<file path="src/rtl/rv_issue_sequencer_pkg.sv">
// Shared constants and types for the R-type issue sequencer slice.
package rv_issue_sequencer_pkg;

  localparam logic [6:0] OP_RTYPE = 7'b0110011;

  localparam logic [3:0] ALU_AND = 4'b0000;
  localparam logic [3:0] ALU_OR  = 4'b0001;
  localparam logic [3:0] ALU_ADD = 4'b0010;
  localparam logic [3:0] ALU_SLL = 4'b0011;
  localparam logic [3:0] ALU_SUB = 4'b0100;
  localparam logic [3:0] ALU_SRL = 4'b0101;
  localparam logic [3:0] ALU_MUL = 4'b0110;
  localparam logic [3:0] ALU_XOR = 4'b0111;

  typedef enum logic [1:0] {
    ST_IDLE,
    ST_DECODE,
    ST_WAIT,
    ST_WB
  } seq_state_e;

endpackage

</file>
<file path="src/rtl/rv_rtype_decode.sv">
// Combinational RV32 R-type decoder: funct7/funct3/opcode -> ALU control.
module rv_rtype_decode
  import rv_issue_sequencer_pkg::*;
(
  input  logic [31:0] instr,
  output logic [3:0]  alu_op,
  output logic        is_mul,
  output logic        illegal
);

  // Table lookup; anything outside the table is rejected with alu_op forced to 0.
  always_comb begin
    alu_op  = '0;
    is_mul  = 1'b0;
    illegal = 1'b0;
    if (instr[6:0] != OP_RTYPE) begin
      illegal = 1'b1;
    end else begin
      case ({instr[31:25], instr[14:12]})
        {7'd0,  3'd0}: alu_op = ALU_ADD;
        {7'd32, 3'd0}: alu_op = ALU_SUB;
        {7'd0,  3'd6}: alu_op = ALU_OR;
        {7'd0,  3'd7}: alu_op = ALU_AND;
        {7'd0,  3'd1}: alu_op = ALU_SLL;
        {7'd0,  3'd5}: alu_op = ALU_SRL;
        {7'd0,  3'd4}: alu_op = ALU_XOR;
        {7'd0,  3'd2}: begin
          alu_op = ALU_MUL;
          is_mul = 1'b1;
        end
        default: illegal = 1'b1;
      endcase
    end
  end

endmodule

</file>
<file path="src/rtl/rv_issue_sequencer.sv">
// Issue sequencer: accepts one R-type word, decodes it, optionally waits for
// the multi-cycle multiplier, and strobes the register-file write.
module rv_issue_sequencer
  import rv_issue_sequencer_pkg::*;
#(
  parameter int unsigned MUL_TIMEOUT = 15
) (
  input  logic        wb_clk_i,
  input  logic        wb_rst_i,
  input  logic        instr_valid,
  output logic        instr_ready,
  input  logic [31:0] instr,
  output logic [3:0]  alu_op,
  output logic        alu_start,
  input  logic        alu_done,
  output logic        rf_we,
  output logic [4:0]  rf_waddr,
  output logic        busy,
  output logic        illegal,
  output logic        timeout
);

  localparam logic [7:0] WAIT_LIMIT = 8'(MUL_TIMEOUT);

  seq_state_e  state_q, state_d;
  logic [3:0]  alu_op_q, alu_op_d;
  logic [4:0]  rf_waddr_q, rf_waddr_d;
  logic        is_mul_q, is_mul_d;
  logic [7:0]  cnt_q, cnt_d;
  logic        alu_start_q, alu_start_d;
  logic        rf_we_q, rf_we_d;
  logic        illegal_q, illegal_d;
  logic        timeout_q, timeout_d;

  logic [3:0]  dec_alu_op;
  logic        dec_is_mul;
  logic        dec_illegal;

  // The word is decoded as it is latched, so alu_op, alu_start and illegal
  // are already registered during the DECODE cycle.
  rv_rtype_decode u_decode (
    .instr   (instr),
    .alu_op  (dec_alu_op),
    .is_mul  (dec_is_mul),
    .illegal (dec_illegal)
  );

  // Next-state and registered-output computation for the sequencer FSM.
  always_comb begin
    state_d     = state_q;
    alu_op_d    = alu_op_q;
    rf_waddr_d  = rf_waddr_q;
    is_mul_d    = is_mul_q;
    cnt_d       = cnt_q;
    alu_start_d = 1'b0;
    rf_we_d     = 1'b0;
    illegal_d   = 1'b0;
    timeout_d   = 1'b0;
    case (state_q)
      ST_IDLE: begin
        if (instr_valid) begin
          state_d     = ST_DECODE;
          alu_op_d    = dec_alu_op;
          rf_waddr_d  = dec_illegal ? 5'd0 : instr[11:7];
          is_mul_d    = dec_is_mul;
          alu_start_d = dec_is_mul;
          illegal_d   = dec_illegal;
        end
      end
      ST_DECODE: begin
        if (illegal_q) begin
          state_d = ST_IDLE;
        end else if (is_mul_q) begin
          state_d = ST_WAIT;
          cnt_d   = '0;
        end else begin
          state_d = ST_WB;
          rf_we_d = (rf_waddr_q != 5'd0);
        end
      end
      ST_WAIT: begin
        cnt_d = cnt_q + 8'd1;
        if (alu_done) begin
          state_d = ST_WB;
          rf_we_d = (rf_waddr_q != 5'd0);
        end else if (cnt_d == WAIT_LIMIT) begin
          state_d   = ST_IDLE;
          timeout_d = 1'b1;
        end
      end
      ST_WB: begin
        state_d = ST_IDLE;
      end
      default: state_d = ST_IDLE;
    endcase
  end

  // State and output registers with synchronous reset.
  always_ff @(posedge wb_clk_i) begin
    if (wb_rst_i) begin
      state_q     <= ST_IDLE;
      alu_op_q    <= '0;
      rf_waddr_q  <= '0;
      is_mul_q    <= 1'b0;
      cnt_q       <= '0;
      alu_start_q <= 1'b0;
      rf_we_q     <= 1'b0;
      illegal_q   <= 1'b0;
      timeout_q   <= 1'b0;
    end else begin
      state_q     <= state_d;
      alu_op_q    <= alu_op_d;
      rf_waddr_q  <= rf_waddr_d;
      is_mul_q    <= is_mul_d;
      cnt_q       <= cnt_d;
      alu_start_q <= alu_start_d;
      rf_we_q     <= rf_we_d;
      illegal_q   <= illegal_d;
      timeout_q   <= timeout_d;
    end
  end

  assign instr_ready = (state_q == ST_IDLE);
  assign busy        = (state_q != ST_IDLE);
  assign alu_op      = alu_op_q;
  assign rf_waddr    = rf_waddr_q;
  assign alu_start   = alu_start_q;
  assign rf_we       = rf_we_q;
  assign illegal     = illegal_q;
  assign timeout     = timeout_q;

endmodule

</file>
<file path="config.mk">
export PLATFORM = sky130hd
export DESIGN_NAME = rv_issue_sequencer
export DESIGN_NICKNAME = d
export VERILOG_FILES = /design/src/rtl/rv_issue_sequencer_pkg.sv /design/src/rtl/rv_rtype_decode.sv /design/src/rtl/rv_issue_sequencer.sv
export SDC_FILE = /design/constraint.sdc
export NUM_CORES = 1
export LEC_CHECK = 0
export CAP_MARGIN = 15
export CORE_AREA = 2 2 71 46
export DETAILED_ROUTE_END_ITERATION = 12
export DIE_AREA = 0 0 73 48
export HOLD_SLACK_MARGIN = 0.05
export PLACE_DENSITY = 0.82
export SYNTH_ARGS = -nofsm -noshare
export SYNTH_HDL_FRONTEND = slang
export SYNTH_SLANG_ARGS = --single-unit
</file>
<file path="constraint.sdc">
create_clock -name wb_clk_i -period 5.6 [get_ports wb_clk_i]
set_clock_uncertainty 0.2 [all_clocks]
set_input_delay 0.84 -clock wb_clk_i [delete_from_list [all_inputs] [get_ports wb_clk_i]]
set_output_delay 0.84 -clock wb_clk_i [all_outputs]
set_load 0.01 [all_outputs]
</file>
## Word-level counts from Yosys, hierarchy flattened

Cells that the tools add are included.

- Bits in registers: 24
- Input bits: 36
- Output and inout bits: 15
- Word-level logic and storage cells: 61

- $add $sub $neg: 1
- Equality and inequality tests: 16
- Mux-type cells: 21
- Bitwise operators: 3
- Reductions and logical operators: 11

Operators with widths:

| operator | number |
|---|---|
| == test 10 x 3 -> 1 bit (second input constant) | 4 |
| case mux 3 bit (7 select lines) | 1 |
| two-way mux 8 bit | 2 |
| case mux 8 bit (2 select lines) | 1 |
| == test 10 x 1 -> 1 bit (second input constant) | 1 |
| == test 10 x 2 -> 1 bit (second input constant) | 1 |
| == test 10 x 9 -> 1 bit (second input constant) | 1 |
| logical NOT 10 bit | 1 |
| two-way mux 1 bit | 9 |
| adder 8 x 1 -> 8 bit (second input constant) | 1 |
| == test 8 x 4 -> 1 bit (second input constant) | 1 |
| two-way mux 2 bit | 4 |
| case mux 2 bit (4 select lines) | 1 |
| OR reduction 8 bit | 1 |
| inequality test 7 x 6 -> 1 bit (second input constant) | 1 |
| inequality test 2 bit (second input constant) | 3 |
| OR reduction 3 bit | 2 |
| two-way mux 5 bit | 1 |
| nonzero test 5 bit | 1 |
| == test 2 bit (second input constant) | 2 |
| two-way mux 4 bit | 1 |
| AND reduction 2 bit | 2 |
| nonzero test 2 bit | 2 |
| inequality test 3 bit (second input constant) | 1 |
| other kinds (5) | 7 |

## Depth between registers and ports, before layout

- Depth after elaboration: 5
- Depth in mapped cells: 8
- Mapped depth without buffers: 7

## Modules after synthesis

From an unflattened synthesis, not the netlist that was laid out.

- Cell total of the unflattened synthesis: 173
- Area total of the unflattened synthesis: 1440.1 sq um

Modules (own cells, without submodules):

| module | times used | cells each | area each (sq um) | seq. area each (sq um) |
|---|---|---|---|---|
| rv_issue_sequencer | 1 | 149 | 1260.0 | 480.5 |
| rv_rtype_decode | 1 | 24 | 180.2 | 0.0 |

## Worst setup path before layout

Ideal clock, no wire load.

- Path type: in2reg
- From: in instr[26]
- To: reg rf_waddr_q[0] (netlist: rf_waddr[0])
- Setup time: 0.065 ns
- Data arrival time: 1.796 ns
- Data required time: 5.335 ns
- Setup slack: 3.538 ns
- Stages: 5
- Buffers on the path: 0
- Cells stage by stage: nor4b_1 nand4_1 and4bb_2 a22oi_1 nor2_1

- Word-level cells in the longest chain between the ends: 5
- Elaborated cells on any way between the ends: 12
- Classes of those cells: eq/ne: 7; mux: 3; reduce/logical: 2

RTL lines:

| what | line | source |
|---|---|---|
| from (decl) | rv_issue_sequencer.sv:12 | `input logic [31:0] instr,` |
| == test 10 x 9 -> 1 bit, or another cell as far along | rv_rtype_decode.sv:19 | `case ({instr[31:25], instr[14:12]})` |
| OR reduction 8 bit (no source line) * | -- |  |
| two-way mux 1 bit * | rv_rtype_decode.sv:19 |  |
| two-way mux 1 bit * | rv_rtype_decode.sv:16 | `if (instr[6:0] != OP_RTYPE) begin` |
| two-way mux 5 bit * | rv_issue_sequencer.sv:64 | `rf_waddr_d = dec_illegal ? 5'd0 : instr[11:7];` |
| to (signal assigned) | rv_issue_sequencer.sv:113 | `rf_waddr_q <= rf_waddr_d;` |
| to (decl) | rv_issue_sequencer.sv:27 | `logic [4:0] rf_waddr_q, rf_waddr_d;` |

Mark *: on every way between the ends. The rest lies on a longest branch, timed or not.
A chain may end at the register's enable or synchronous reset.

## Worst setup path in the final report

- From: reg state_q[0]
- To: out busy

- Word-level cells in the longest chain between the ends: 1

RTL lines:

| what | line | source |
|---|---|---|
| from (decl) | rv_issue_sequencer.sv:25 | `seq_state_e state_q, state_d;` |
| from (signal assigned) | rv_issue_sequencer.sv:111 | `state_q <= state_d;` |
| nonzero test 2 bit | rv_issue_sequencer.sv:124 | `assign busy = (state_q != ST_IDLE);` |
| to (decl) | rv_issue_sequencer.sv:18 | `output logic busy,` |

No other way between the ends.

==> metrics.yaml <==
setup_violations: 0
dp.cells: 213
cts.sinks: 23
drc: 0
cp.required_ns: 4.56
post-cts-setup-buffer-count: 0
dr.pass1.iters: 4
crit_chain: "inv_1 > ha_1 > inv_1 > clkdlybuf4s50_1"
cts_hold_buf: 0
syn_area_mm2: 0.001241
async_reset_ff_frac: 0
finalHoldViolations: 0
cp_slowest_cell: "clkdlybuf4s50_1"
cts_max_level: 1
cp-start-kind: "flop"
seqPwrFrac: 0.476
fp-row-count: 15
leakage_nw: 0.6512
placed_area_mm2: 0.001648
die_y_um: 48
slew_violations: 0
grt_usage: 0.2064
multi_input_area_um2: 732.0
cpPeakStageDelay_ns: 0.54
totalWireLength_mm: 3.291
p_switching_uw: 97.13
powerDensity_mw_per_mm2: 210.4
layout_common_cells: "39 x clkdlybuf4s50_1, 26 x nor2_1, 23 x dfxtp_1, 13 x a22oi_1, 9 x nand2_1"
ys.flop_type: "dfxtp_1"
pwr-share-clk: 0.293
cts_made_buffers: 3
drive_gt1_frac: 0.06011
seqCellArea_um2: 460.4
slew_headroom: 0.4187
synth_cells: 146
peakVddDrop_uv: 94.66
grt_pass1_wl_mm: 5.333
max_slew.worst_pin.slew_ns: 0.8693
cts_tree: "done"
synth_edf_count: 0
gp_congestion: 0.7734
final_nets: 225
fin_crit_ns: 2.660
setup_tns_ns: 0
outcome: "completed"
die-area_mm2: 0.003504
portBuffers: 39
ios: 51
critPathCaptureType: "output port"
area_growth_pct: 36.39
intPower_uw: 259.0
cp_data_arrival_time_ns: 1.62
ctsResizeCount: 0
grt_antenna_before_repair: 0
ys_seq_elements: 23
via_per_inst: 5.567
min_path_type: "flop to flop"
synth.yosys.seq_area_share: 0.3710
post-route-cell-area_mm2: 0.001693
antenna_cells: 0
synth.distinct_cells: 36
cpMostUsedCell: "inv_1"
fillers: 235
grt-ovfl-total: 0
yosysWarnings: 0
fin_crit_sh: 0.4750
clock.fmax_ghz: 0.3759
p_sw_frac: 0.2727
layout_commonest_cell: "clkdlybuf4s50_1"
stdcell_count: 217
ant_nets: 0
maxCapViolCount: 0
setup.worst_path.class: "flop to output port"
critical_path.max_fanout: 5
fin_util: 0.6054
p_comb_frac: 0.231
grt_max_degree: 25
routedWlPerCell_um: 15.17
initial_core_util: 0.4438
die_w_um: 73
cts_buffer_depth: 2
p_total_uw: 356.1
avgSynthCellArea_um2: 8.501
clk_pin_slew_ns: 0.08
drt_first_iter_violations: 52
clk_latency_ns: 0.27
num_vias: 1208
core_mm2: 0.002796
dp_hpwl_mm: 2.559
grt_pass1_vias: 1216
cts-root-buf: "clkbuf_8"
synth_nets: 187
rsz0062_at_grt: "false"
==> Yosys cell counts, types with 2 or more instances <==
library cell,instances,area (um2)
xor2_1,4,35.03
inv_1,6,22.52
a21o_1,4,30.03
o21ai_0,5,25.02
nand2b_1,2,12.51
clkbuf_1,5,18.77
nor2_1,26,97.59
nor3_1,4,20.02
mux2i_1,3,30.03
nand3_1,4,20.02
nor4b_1,3,26.28
a22oi_1,13,97.59
a21oi_1,4,20.02
dfxtp_1,23,460.4
nor2b_1,5,31.28
nand2_1,9,33.78
nand3b_1,3,22.52
ha_1,5,62.56
==> power groups by stage <==
stage	combinational (mW)	clock, mW	sequential (mW)
floorplan	0.0431	0	0.173
global placement	0.0774	0	0.173
detailed placement	0.0814	0	0.173
CTS	0.0819	0.106	0.169
global route	0.0886	0.113	0.170
finish	0.0824	0.104	0.170
==> path summary, 6_finish.rpt <==
kind | startpoint | to | slack [ns] | cells after the start
max | state_q[0] | busy | 2.94 | 4
min | is_mul_q | is_mul_q | 0.29 | 2
max reg2reg | state_q[0] | cnt_q[3] | 3.32 | 6
min reg2reg | is_mul_q | is_mul_q | 0.29 | 2
==> cells by family after synthesis <==
kind of cell / after synthesis / share of synthesized area
simple gates: 66 / 0.2944
compound gates: 31 / 0.1784
flops: 23 / 0.3710
buf+inv: 12 / 0.03932
fa+ha+maj: 5 / 0.05040
xor+xnor: 4 / 0.02822
mux: 4 / 0.03528
other cells: 1 / 0.003021
==> registers in the layout, indices dropped and copies added (netlist names) <==
| name | flops |
|---|---|
| illegal | 1 |
| alu_start | 1 |
| alu_op | 3 |
| state_q | 2 |
| is_mul_q | 1 |
| timeout | 1 |
| rf_we | 1 |
| cnt_q | 8 |
| rf_waddr | 5 |
==> stage by stage <==
| stage | hold slack, ns | setup WS, ns |
|---|---|---|
| finish | 0.2916 | 2.940 |
| global route | 0.3372 | 2.795 |
| CTS | 0.2992 | 2.941 |
| detailed placement | 0.2836 | 2.726 |
| global placement | 0.2554 | 2.826 |
| floorplan | 0.2404 | 3.538 |
==> area by class of cell <==
class / instances / area share
flip-flops and latches: 23 / 0.2720
well taps: 34 / 0.02513
clock buffers: 4 / 0.02661
multi-input cells: 111 / 0.4324
inverters: 6 / 0.01330
repair buffers: 39 / 0.2306
==> worst max-delay path: cells and delay by family (launching register included) <==
kind / cells / cell delay, ns
buffers and inverters: 3 / 0.73
adder cells (fa/ha/maj): 1 / 0.26
flip-flops: 1 / 0.36
==> metal layers <==
| layer | vias to the layer above | track usage | wire length (um) | share of wire |
|---|---|---|---|---|
| met5 | - | 0 | 0 | 0 |
| met4 | 0 | 0.1000 | 83 | 0.025 |
| met3 | 11 | 0.04842 | 197 | 0.060 |
| met2 | 40 | 0.3874 | 1584 | 0.48 |
| met1 | 566 | 0.2292 | 1425 | 0.43 |
| li1 | 591 | - | - | - |
No activity file was read; power rests on OpenSTA's default activity.
